## config.mk

```make
export PLATFORM = sky130hd
export DESIGN_NAME = spi_target_byte
export DESIGN_NICKNAME = d
export VERILOG_FILES = /design/src/rtl/spi_target_byte.sv
export SDC_FILE = /design/constraint.sdc
export NUM_CORES = 1
export LEC_CHECK = 0
export CORE_MARGIN = 3
export CORE_UTILIZATION = 35
export CTS_CLUSTER_DIAMETER = 60
export DETAILED_ROUTE_END_ITERATION = 6
export DONT_BUFFER_PORTS = 1
export PLACE_DENSITY = 0.57
export RECOVER_POWER = 50
export SLEW_MARGIN = 20
export SYNTH_ARGS = -nofsm -noshare
export SYNTH_HDL_FRONTEND = slang
export SYNTH_SLANG_ARGS = --single-unit
```

## constraint.sdc

```tcl
create_clock -name clk_i -period 3.3 [get_ports clk_i]
set_clock_uncertainty 0.05 [all_clocks]
set_input_delay 0.33 -clock clk_i [delete_from_list [all_inputs] [get_ports clk_i]]
set_output_delay 0.33 -clock clk_i [all_outputs]
set_load 0.1 [all_outputs]
```

## src/rtl/spi_target_byte.sv

```systemverilog
// spi_target_byte: SPI mode-0 target endpoint, MSB first, full duplex.
//
// The whole block runs in the clk_i domain. CS/SCK/MOSI are brought in through
// SYNC_STAGES-deep synchronisers; SCK and CS also get one history flop so that
// their edges can be detected. One byte of RX buffering and one byte of TX
// holding are exposed to the host side.
//
// Ports
//   clk_i          system clock
//   rst_i          synchronous reset, active high
//   spi_cs_n_i     target select from pin, active low, asynchronous
//   spi_sck_i      SPI clock from pin, asynchronous, idles low
//   spi_mosi_i     data from master
//   spi_miso_o     data to master
//   spi_miso_oe_o  MISO output enable, high only while selected
//   tx_data_i      byte to queue for transmission
//   tx_load_i      1-cycle strobe: write tx_data_i into the holding register
//   tx_ready_o     holding register empty, tx_load_i will be accepted
//   rx_data_o      last received byte
//   rx_valid_o     rx_data_o not yet read
//   rx_read_i      1-cycle strobe: consume rx_data_o
//   status_clr_i   clears rx_overrun_o and tx_underrun_o
//   rx_overrun_o   sticky: a byte completed while rx_data_o was still unread
//   tx_underrun_o  sticky: FILL_BYTE was shifted because holding was empty
//   txn_active_o   a CS frame is in progress
//   txn_end_o      1-cycle pulse when the frame ends (synchronised CS rise)
module spi_target_byte #(
  parameter int unsigned SYNC_STAGES = 2,
  parameter logic [7:0]  FILL_BYTE   = 8'hFF
) (
  input  logic       clk_i,
  input  logic       rst_i,
  input  logic       spi_cs_n_i,
  input  logic       spi_sck_i,
  input  logic       spi_mosi_i,
  output logic       spi_miso_o,
  output logic       spi_miso_oe_o,
  input  logic [7:0] tx_data_i,
  input  logic       tx_load_i,
  output logic       tx_ready_o,
  output logic [7:0] rx_data_o,
  output logic       rx_valid_o,
  input  logic       rx_read_i,
  input  logic       status_clr_i,
  output logic       rx_overrun_o,
  output logic       tx_underrun_o,
  output logic       txn_active_o,
  output logic       txn_end_o
);

  typedef enum logic [0:0] {
    StIdle,
    StActive
  } state_e;

  // ---------------------------------------------------------------------------
  // Input synchronisers and edge detection
  // ---------------------------------------------------------------------------
  logic [SYNC_STAGES-1:0] cs_sync_q;
  logic [SYNC_STAGES-1:0] sck_sync_q;
  logic [SYNC_STAGES-1:0] mosi_sync_q;
  logic                   cs_hist_q;
  logic                   sck_hist_q;

  // The CS chain resets to "selected" (0). If reset lands in the middle of a
  // frame the pin is still low, so no fall is seen until CS has gone high and
  // low again; if CS is high the chain just shows a rise, which IDLE ignores.
  always_ff @(posedge clk_i) begin
    if (rst_i) begin
      cs_sync_q   <= '0;
      sck_sync_q  <= '0;
      mosi_sync_q <= '0;
      cs_hist_q   <= 1'b0;
      sck_hist_q  <= 1'b0;
    end else begin
      cs_sync_q   <= {cs_sync_q[SYNC_STAGES-2:0], spi_cs_n_i};
      sck_sync_q  <= {sck_sync_q[SYNC_STAGES-2:0], spi_sck_i};
      mosi_sync_q <= {mosi_sync_q[SYNC_STAGES-2:0], spi_mosi_i};
      cs_hist_q   <= cs_sync_q[SYNC_STAGES-1];
      sck_hist_q  <= sck_sync_q[SYNC_STAGES-1];
    end
  end

  logic cs_s;
  logic sck_s;
  logic mosi_s;
  logic cs_fall;
  logic cs_rise;
  logic sck_rise;
  logic sck_fall;

  assign cs_s     = cs_sync_q[SYNC_STAGES-1];
  assign sck_s    = sck_sync_q[SYNC_STAGES-1];
  assign mosi_s   = mosi_sync_q[SYNC_STAGES-1];
  assign cs_fall  = ~cs_s & cs_hist_q;
  assign cs_rise  = cs_s & ~cs_hist_q;
  assign sck_rise = sck_s & ~sck_hist_q;
  assign sck_fall = ~sck_s & sck_hist_q;

  // ---------------------------------------------------------------------------
  // Transaction state
  // ---------------------------------------------------------------------------
  state_e      state_q, state_d;
  logic [2:0]  bit_cnt_q, bit_cnt_d;
  logic [7:0]  rx_shift_q, rx_shift_d;
  logic [7:0]  tx_shift_q, tx_shift_d;
  logic [7:0]  hold_q, hold_d;
  logic        tx_ready_q, tx_ready_d;
  logic [7:0]  rx_data_q, rx_data_d;
  logic        rx_valid_q, rx_valid_d;
  logic        rx_overrun_q, rx_overrun_d;
  logic        tx_underrun_q, tx_underrun_d;
  logic        miso_q, miso_d;
  logic        miso_oe_q, miso_oe_d;
  logic        txn_active_q, txn_active_d;
  logic        txn_end_q, txn_end_d;

  logic [7:0]  rx_byte;
  logic [7:0]  reload_byte;
  logic        do_reload;
  logic        byte_done;
  logic        overrun_set;
  logic        underrun_set;

  // Complete byte as it will stand after the current SCK rise is absorbed.
  assign rx_byte = {rx_shift_q[6:0], mosi_s};

  // tx_ready_q high means the holding register is empty.
  assign reload_byte = tx_ready_q ? FILL_BYTE : hold_q;

  always_comb begin
    state_d       = state_q;
    bit_cnt_d     = bit_cnt_q;
    rx_shift_d    = rx_shift_q;
    tx_shift_d    = tx_shift_q;
    hold_d        = hold_q;
    tx_ready_d    = tx_ready_q;
    rx_data_d     = rx_data_q;
    rx_valid_d    = rx_valid_q;
    rx_overrun_d  = rx_overrun_q;
    tx_underrun_d = tx_underrun_q;
    miso_d        = miso_q;
    miso_oe_d     = miso_oe_q;
    txn_active_d  = txn_active_q;
    txn_end_d     = 1'b0;
    do_reload     = 1'b0;
    byte_done     = 1'b0;
    overrun_set   = 1'b0;
    underrun_set  = 1'b0;

    case (state_q)
      StIdle: begin
        if (cs_fall) begin
          state_d      = StActive;
          txn_active_d = 1'b1;
          miso_oe_d    = 1'b1;
          bit_cnt_d    = 3'd0;
          do_reload    = 1'b1;
        end
      end
      StActive: begin
        // CS rise wins over any SCK edge seen in the same cycle.
        if (cs_rise) begin
          state_d      = StIdle;
          bit_cnt_d    = 3'd0;
          rx_shift_d   = 8'h00;
          miso_oe_d    = 1'b0;
          miso_d       = 1'b1;
          txn_active_d = 1'b0;
          txn_end_d    = 1'b1;
        end else if (sck_rise) begin
          rx_shift_d = rx_byte;
          bit_cnt_d  = bit_cnt_q + 3'd1;
          byte_done  = (bit_cnt_q == 3'd7);
        end else if (sck_fall) begin
          if (bit_cnt_q != 3'd0) begin
            tx_shift_d = {tx_shift_q[6:0], 1'b0};
            miso_d     = tx_shift_q[6];
          end else begin
            // Byte boundary: the next byte starts driving on this fall.
            do_reload = 1'b1;
          end
        end
      end
      default: begin
        state_d = StIdle;
      end
    endcase

    // Holding -> shift transfer (frame start and every byte boundary).
    if (do_reload) begin
      tx_shift_d   = reload_byte;
      miso_d       = reload_byte[7];
      underrun_set = tx_ready_q;
      tx_ready_d   = 1'b1;
    end

    // Host write. Evaluated after the reload so that a load accepted in the
    // same cycle as a reload leaves the holding register full.
    if (tx_load_i && tx_ready_q) begin
      hold_d     = tx_data_i;
      tx_ready_d = 1'b0;
    end

    if (rx_read_i && rx_valid_q) begin
      rx_valid_d = 1'b0;
    end

    if (byte_done) begin
      if (!rx_valid_q || rx_read_i) begin
        rx_data_d  = rx_byte;
        rx_valid_d = 1'b1;
      end else begin
        overrun_set = 1'b1;
      end
    end

    // Clear first, then let a same-cycle set event win.
    if (status_clr_i) begin
      rx_overrun_d  = 1'b0;
      tx_underrun_d = 1'b0;
    end
    if (overrun_set) begin
      rx_overrun_d = 1'b1;
    end
    if (underrun_set) begin
      tx_underrun_d = 1'b1;
    end
  end

  always_ff @(posedge clk_i) begin
    if (rst_i) begin
      state_q       <= StIdle;
      bit_cnt_q     <= 3'd0;
      rx_shift_q    <= 8'h00;
      tx_shift_q    <= 8'h00;
      hold_q        <= 8'h00;
      tx_ready_q    <= 1'b1;
      rx_data_q     <= 8'h00;
      rx_valid_q    <= 1'b0;
      rx_overrun_q  <= 1'b0;
      tx_underrun_q <= 1'b0;
      miso_q        <= 1'b1;
      miso_oe_q     <= 1'b0;
      txn_active_q  <= 1'b0;
      txn_end_q     <= 1'b0;
    end else begin
      state_q       <= state_d;
      bit_cnt_q     <= bit_cnt_d;
      rx_shift_q    <= rx_shift_d;
      tx_shift_q    <= tx_shift_d;
      hold_q        <= hold_d;
      tx_ready_q    <= tx_ready_d;
      rx_data_q     <= rx_data_d;
      rx_valid_q    <= rx_valid_d;
      rx_overrun_q  <= rx_overrun_d;
      tx_underrun_q <= tx_underrun_d;
      miso_q        <= miso_d;
      miso_oe_q     <= miso_oe_d;
      txn_active_q  <= txn_active_d;
      txn_end_q     <= txn_end_d;
    end
  end

  assign spi_miso_o    = miso_q;
  assign spi_miso_oe_o = miso_oe_q;
  assign tx_ready_o    = tx_ready_q;
  assign rx_data_o     = rx_data_q;
  assign rx_valid_o    = rx_valid_q;
  assign rx_overrun_o  = rx_overrun_q;
  assign tx_underrun_o = tx_underrun_q;
  assign txn_active_o  = txn_active_q;
  assign txn_end_o     = txn_end_q;

endmodule

```

Word level (Yosys, flattened, before mapping) --
Cells that the tools add are included. Widths: inputs -> output; s select.
Word-level totals: input port bits 16, register bits after elaboration 49, logic and storage cells 101, output and inout bits 16
Operators by class: add/subtract/negate cells 1, muxes and demuxes 45, bitwise operators 9, equal/unequal tests 7, reduce and logical (&&, ||, !) cells 21
Operators with widths (number):
- $mux 7 | 8
- $mux 1 | 29
- $reduce_bool 2->1 | 7
- $mux 3 | 3
- $reduce_bool 3->1 | 3
- $mux 8 | 1
- $reduce_and 2->1 | 4
- $pmux 1 s2 | 3
- $pmux 3 s2 | 1
- $not 1->1 | 5
- $reduce_and 5->1 | 1
- $and 1x1->1 | 4
- $ne 2x1->1 const B | 2
- $ne 2x2->1 const B | 2
- $reduce_and 4->1 | 1
- $add 3x1->3 const B | 1
- $eq 3x3->1 const B | 1
- $ne 3x2->1 const B | 1
- $ne 3x3->1 const B | 1
- $logic_and 1x1->1 | 2
- $reduce_or 2->1 | 1
- $logic_not 1->1 | 1
- $logic_or 1x1->1 | 1

Logic depth before layout (Yosys ltp) --
Gate-level depths: netlist of run 1.
depth in word-level cells 8, gate-level depth with buffers 6, depth with buffers taken out 6

Least setup slack after synthesis of run 1 --
Ideal clock, no wire load.
kind reg-to-reg, from register tx_ready_q (netlist: tx_ready_o), to register tx_shift_q[0], required time 3179 ps, stages on the path, launching flop included 5, path slack 1385 ps, buffers on the path 2, setup time 71 ps, clock period less this slack 1915 ps, data arrival time 1795 ps, cell sequence dfxtp_1 -> clkbuf_1 -> clkbuf_1 -> o22ai_1 -> a21oi_1
On the way: longest elaborated chain between the ends 2
Ends and longest elaborated chain:
- start: declaration | RTL line 108 | logic tx_ready_q, tx_ready_d;
- start signal: assignment | RTL line 253 | tx_ready_q <= tx_ready_d;
- $mux 8 | RTL line 129 | assign reload_byte = tx_ready_q ? FILL_BYTE : hold_q;
- $mux 7 | RTL line 191 | if (do_reload) begin
- end signal: assignment | RTL line 251 | tx_shift_q <= tx_shift_d;
- end: declaration | RTL line 106 | logic [7:0] tx_shift_q, tx_shift_d;
No other way between the ends. A chain may end at the register's enable or synchronous reset.

Worst setup path after layout of run 1 --
from register rx_valid_q (netlist: rx_valid_o), to register rx_data_q[0] (netlist: rx_data_o[0])
On the way: longest elaborated chain between the ends 3
Ends and longest elaborated chain:
- start: declaration | RTL line 110 | logic rx_valid_q, rx_valid_d;
- start signal: assignment | RTL line 255 | rx_valid_q <= rx_valid_d;
- $logic_not 1->1 | RTL line 210 | if (!rx_valid_q || rx_read_i) begin
- $logic_or 1x1->1 | RTL line 210
- $reduce_and 2->1 (no line)
- end signal: assignment | RTL line 254 | rx_data_q <= rx_data_d;
- end: declaration | RTL line 109 | logic [7:0] rx_data_q, rx_data_d;
No other way between the ends.

==> metrics.md, run 1 <==
| Metric | Value |
|---|---|
| Worst Setup End Kind | flop |
| # IOs | 32 |
| Largest net degree at the start of global routing | just under 60 |
| Crit path cell chain | clkbuf_1, nand2b_1, nand4bb_1, mux2i_1, nor2_1 |
| Post-DP HPWL | 2810 um |
| Placer Congestion | 0.7295 |
| Tot Pwr | 1136 uW |
| Total number of vias | 1549 |
| Worst Tran Pin Value | 1.230 ns |
| Max VDD drop | 0.2140 mV |
| CP max FO | 8 |
| Slew Limit Fails | 0 |
| Worst skew pair latency | 0.30 ns |
| 1st-iter DRT viols | 102 |
| Crit path arrival time | roughly 2.6 ns |
| Count leader, synth | dfxtp_1 |
| Synth area leader | dfxtp_1 |
| Post-synthesis cell type count | 41 |
| Worst-path clk slew | 0.09 ns |
| Share of the synthesized area in the top cell type | 47.31% |
| Row cnt | 27 |
| Syn. warnings | 0 |
| Final Hold Fails | 0 |
| WS Path Type | reg -> reg |
| Worst rel slew slack | 18.03% |
| Status | finished clean |
| 1st-pass router iterations | 5 |
| Area grow syn2layout | 7.242% |
| Vias in the first global route | ~1500 |
| DIE WIDTH | about 83 um |
| Final nets | 241 |
| Fin util | 39.65% |
| Synth Instances | between 200 and 250 |
| P per Cell Area | approximately 510 nW/um^2 |
| Tcrit/Tclk final | ~74% |
| Sink Count | around 50 |
| Top FF cell, synth | dfxtp_1 |
| CP Buf/Inv Count | 1 |
| Register area share after synthesis | 47.31% |
| Via/cell ratio | 5.251 |
| Crit path max-delay family | buffers and inverters |
| Full die area | 6883 sq um |
| FF+latch count, synth | 49 |
| EDFF count, synth | 0 |
| Max Freq | between 400 and 500 MHz |
| HP Class | in -> reg |
| Fin crit period | 2.433 ns |
| Max-Cap Viols | 0 |
| Global route overflow | 0 |
| WL/cell | roughly 14 um |
| Final ANT Viol Nets | 0 |
| Aggregate global-route resource usage | 12.26% |
| Resized Gates After CTS | 0 |
| Worst setup margin | approximately 0.87 ns |
| Die Span Y | 82.97 um |
| Top post-synthesis cells by area | dfxtp_1 47%, nor2_1 4.5%, nor2b_1 4.5%, a21oi_1 4.1%, mux2i_1 3.9% |
| Port Buffers | 0 |
| TritonCTS clock tree | yes |
| DRC errors left | 0 |
| Min Hold Slack | 0.04716 ns |
| Cts bufs inserted | 5 |
| Final number of setup-violating endpoints | 0 |
| RSZ-0062 raised after global routing | false |
| Commonest cells post-synth | 49 x dfxtp_1, 25 x nor2_1, 19 x nand2_1, 17 x a21oi_1, 15 x nor2b_1 |
| Hold buffers post-CTS | 0 |
| Fraction of layout cells with a size suffix above 1 | 6.278% |
| CP max stage cell | clkbuf_1 |
| Total negative setup slack | 0 ns |
| Critical Path RT | 3.45 ns |
| Setup WS pre-CTS | 1.387 ns |
| CTS max path bufs | 2 |
| Worst setup SP type | flop |
| CTS H-tree depth | 2 |
| Starting density of the core | 36.97% |
| CP max stage delay | ~0.90 ns |
| Static Leakage | 0.0008534 uW |
| Root Driver | clkbuf_8 |
| Mapped Area | 2073 sq um |
| First-pass GRT wire length | 7072 um |
| Initial antenna violation count | 0 |
| Mapped Nets | 246 |
| ANT cells | 0 |
| Setup Fix Bufs, Post-CTS | 0 |
| Core box area | between 5000 and 6000 sq um |
| Asr flop ratio synth | 0% |
| Syn Area/Cell | 9.133 sq um |
| Final WL | 4103 um |
==> area by class of cell <==
class                   count  area (sq um)
clock buffers               7         86.33
multi-input cells         156         989.7
flip-flops and latches     49         982.2
well taps                  72         90.09
clock inverters             1         30.03
fillers                   610          3385
inverters                   7         26.28
repair buffers              3         18.77
==> cells by family (layout without fill, tap and decap cells) <==
family / after synthesis / after routing / share of synthesized area, %
AND/OR/NAND/NOR: 95 / 95 / 24.62
AO/OA/AOI/OAI: 49 / 49 / 17.14
flip-flops: 49 / 49 / 47.31
buffers and inverters: 22 / 18 / 4.768
multiplexers: 8 / 8 / 3.863
adder cells (fa/ha/maj): 4 / 4 / 2.294
==> placed cells by master, fill, tap and decap left out, types with 2 or more instances in the layout <==
| cell | n |
|---|---|
| dfxtp_1 | 48 |
| nor2_1 | 25 |
| nand2_1 | 19 |
| a21oi_1 | 17 |
| nor2b_1 | 15 |
| nand3_1 | 10 |
| mux2i_1 | 8 |
| inv_1 | 7 |
| a22oi_1 | 7 |
| nand4_1 | 7 |
| clkbuf_8 | 6 |
| nand2b_1 | 5 |
| o21ai_0 | 4 |
| o21bai_1 | 4 |
| o311ai_1 | 4 |
| a211oi_1 | 3 |
| nor3_1 | 3 |
| ha_1 | 3 |
| nand3b_1 | 2 |
| nand4bb_1 | 2 |
| nand4b_1 | 2 |
| o22ai_1 | 2 |
| clkbuf_1 | 2 |
| buf_4 | 2 |
==> per-layer routing <==
| metal | up-vias | track usage (%) | routed length [um] |
|---|---|---|---|
| met2 | 30 | 17.64 | 1804 |
| met5 | - | 0 | 0 |
| li1 | 789 | - | - |
| met1 | 723 | 17.24 | 2013 |
| met3 | 7 | 3.968 | 225 |
| met4 | 0 | 4.012 | 59 |
==> power by group <==
group | total (uW) | leakage [uW] | switching, uW | internal [uW]
Sequential | 643 | 0.000398 | 38.1 | 605
Clock | 438 | 0.0000585 | 191 | 247
Combinational | 54.5 | 0.000397 | 33.9 | 20.5
Total | 1140 | 0.000853 | 263 | 873
==> worst register-to-register path: cells and delay by family, from the launching register on <==
family | cells | cell delay [ns]
simple gates | 3 | 0.83
flops | 1 | 0.31
buf+inv | 1 | 0.90
mux | 1 | 0.25
==> sequential cells by signal (all words and copies together), names as in the netlist <==
signal	cells
rx_overrun_o	1
rx_shift_q	7
sck_hist_q	1
txn_end_o	1
hold_q	8
mosi_sync_q	2
rx_data_o	8
txn_active_o	1
cs_sync_q	2
spi_miso_o	1
rx_valid_o	1
bit_cnt_q	3
tx_ready_o	1
tx_underrun_o	1
cs_hist_q	1
tx_shift_q	7
sck_sync_q	2
state_q	1
==> final timing paths <==
kind                 startpoint       endpoint  slack, ns  cells past startpoint
setup / recovery     rx_valid_o   rx_data_o[0]       0.87                      5
hold / removal            rst_i      hold_q[2]       0.05                      1
setup reg to reg     rx_valid_o   rx_data_o[0]       0.87                      5
hold reg to reg   sck_sync_q[0]  sck_sync_q[1]       0.40                      1
==> per-stage QoR <==
step | instance area [sq um] | cells
after global routing | 2223 | 295
after detailed placement | 2115 | 287
final | 2223 | 295
after floorplan | 2073 | 227
after CTS | 2231 | 295
after global placement | 2115 | 287
Note: power is estimated with default switching activity, not from simulation.
==> run 2: changes to the inputs <==
==> constraint.sdc (replaced) <==
create_clock -name clk_i -period 2.4 [get_ports clk_i]
set_clock_uncertainty 0.05 [all_clocks]
set_input_delay 0.24 -clock clk_i [delete_from_list [all_inputs] [get_ports clk_i]]
set_output_delay 0.24 -clock clk_i [all_outputs]
set_load 0.1 [all_outputs]
==> run 2 against run 1 <==
Compared with the run above: the run now ends with capacitance limit, slew limit left; final cell count is 4.4% higher; global-route usage is 0.11 points lower; final area is 1.2% higher; via count is 2.6% higher; critical endpoint is now rx_data_o[2]; largest power group unchanged; highest routed layer unchanged.
==> metrics.md, run 2 (synthesized netlist as in run 1, its figures left out) <==
| Metric | Value |
|---|---|
| Most common cell after layout, fill and taps aside | dfxtp_1 |
| Slew Limit Fails | 43 (+43) |
| Max Freq | 512.1 MHz (+25%) |
| Aggregate global-route resource usage | 12.15% (-0.11 points) |
| Final WL | 4209 um (+2.6%) |
| CP max stage cell | dfxtp_1 |
| Crit path arrival time | 2.02 ns (-0.56 ns) |
| WS Path Type | reg -> reg |
| Fin crit period | 1.953 ns (-0.4801 ns) |
| DRC errors left | 0 (unchanged) |
| Port Buffers | 0 (unchanged) |
| Commonest non-fill, non-tap cells in the layout | 49 x dfxtp_1, 25 x nor2_1, 19 x nand2_1 |
| Final Hold Fails | 0 (unchanged) |
| P per Cell Area | 646.9 nW/um^2 (+27%) |
| First-pass GRT wire length | 7072 um (unchanged) |
| Area grow syn2layout | 8.509% |
| Fraction of layout cells with a size suffix above 1 | 5.932% (-0.35 points) |
| 1st-iter DRT viols | 137 (+34%) |
| CP Buf/Inv Count | 0 (-1) |
| DIE WIDTH | 82.97 um (unchanged) |
| Vias in the first global route | 1494 (+1.7%) |
| Final nets | 255 (+5.8%) |
| Initial antenna violation count | 0 (unchanged) |
| Setup Fix Bufs, Post-CTS | 0 (unchanged) |
| Fillers | 621 (+1.8%) |
| Worst rel slew slack | -18.70% (-37 points) |
| Root Driver | clkbuf_8 |
| Worst Tran Pin Value | 1.781 ns (+0.5509 ns) |
| Starting density of the core | 36.97% (unchanged) |
| CP max stage delay | 0.59 ns (-0.31 ns) |
| Die Span Y | 82.97 um (unchanged) |
| Max-Cap Viols | 1 (+1) |
| Full die area | 6883 sq um (unchanged) |
| Largest net degree at the start of global routing | 43 (-26%) |
| RSZ-0062 raised after global routing | false |
| Row cnt | 27 (unchanged) |
| HP Class | in -> reg |
| Status | complete, but fails checks |
| Placer Congestion | 0.7642 (+4.8%) |
| Worst-path clk slew | 0.08 ns (about the same) |
| Max VDD drop | 0.3316 mV (+55%) |
| Critical Path RT | 2.47 ns (-0.98 ns) |
| Worst skew pair latency | 0.29 ns (about the same) |
| Worst setup SP type | flop |
| CTS H-tree depth | 2 (unchanged) |
| Design area | 2250 sq um (+1.2%) |
| Core box area | 5608 sq um (unchanged) |
| Crit path max-delay family | simple AND/OR/NAND/NOR gates |
| Via/cell ratio | 5.162 (-1.7%) |
| Static Leakage | 0.0008589 uW (+0.64%) |
| Global route overflow | 0 (unchanged) |
| 1st-pass router iterations | 4 (-1) |
| Total number of vias | 1590 (+2.6%) |
| Failing checks | capacitance limit, slew limit |
| Worst Setup End Kind | flop |
| Final ANT Viol Nets | 0 (unchanged) |
| # IOs | 32 (unchanged) |
| Sink Count | 49 (unchanged) |
| Post-DP HPWL | 2826 um (+0.56%) |
| WL/cell | 13.67 um (-1.7%) |
| Dpl cell area | 2212 sq um (+4.6%) |
| TritonCTS clock tree | yes |
| Crit path cell chain | nand3b_1, nand4bb_1, mux2i_1, nor2_1 |
| Cts bufs inserted | 5 (unchanged) |
| ANT cells | 0 (unchanged) |
| CP max FO | 12 (+4) |
| Total negative setup slack | 0 ns (unchanged) |
| CTS max path bufs | 2 (unchanged) |
| Resized Gates After CTS | 0 (unchanged) |
| Min Hold Slack | 0.02236 ns (-0.02481 ns) |
| Final number of setup-violating endpoints | 0 (unchanged) |
| Tcrit/Tclk final | 81.37% (+7.6 points) |
-- run 2: power breakdown --
part           switching [uW]  internal (uW)
clock                     251            229
combinational            93.4           30.5
sequential               18.9            832
-- run 2: routing by layer --
layer	up-vias	track usage, %	share of wire (%)
li1	817	-	-
met4	0	4.458	1.5
met2	28	17.93	45
met1	740	16.86	49
met3	5	3.373	4.2
met5	-	0	0
-- run 2: final cells by class --
class,count,area (sq um),share of cell area (%)
clock buffers,7,86.33,3.838
flip-flops and latches,49,980.9,43.60
inverters,7,26.28,1.168
well taps,72,90.09,4.004
multi-input cells,156,993.5,44.16
repair buffers,17,72.57,3.226
-- run 2: metrics by stage --
stage	std cells	utilization, %	power (uW)	setup slack (ns)
2_1_floorplan	227	-	980.6	0.4845
3_3_place_gp	300	39.45	985.4	0.5535
3_5_place_dp	300	39.45	985.5	0.5066
4_1_cts	308	41.34	1477	0.4884
5_1_grt	308	40.12	1510	0.2680
6_report	308	40.12	1455	0.4472
-- run 2: what timing repair did --
action	4_1_cts	5_1_grt
setup endpoints to repair	0	0
hold buffers	1	0
hold endpoints to repair	42	0
-- run 2: worst register-to-register path: stages, from the launching register on --
cell	delay [ns]
dfxtp_1	0.59
nand3b_1	0.18
nand4bb_1	0.59
mux2i_1	0.31
nor2_1	0.05
-- run 2: path summary, 6_finish.rpt --
path | endpoint | slack [ns] | start | cells past startpoint
max | rx_data_o[2] | 0.45 | state_q | 4
min | mosi_sync_q[0] | 0.02 | spi_mosi_i | 1
max reg2reg | rx_data_o[2] | 0.45 | state_q | 4
min reg2reg | sck_sync_q[1] | 0.40 | sck_sync_q[0] | 1
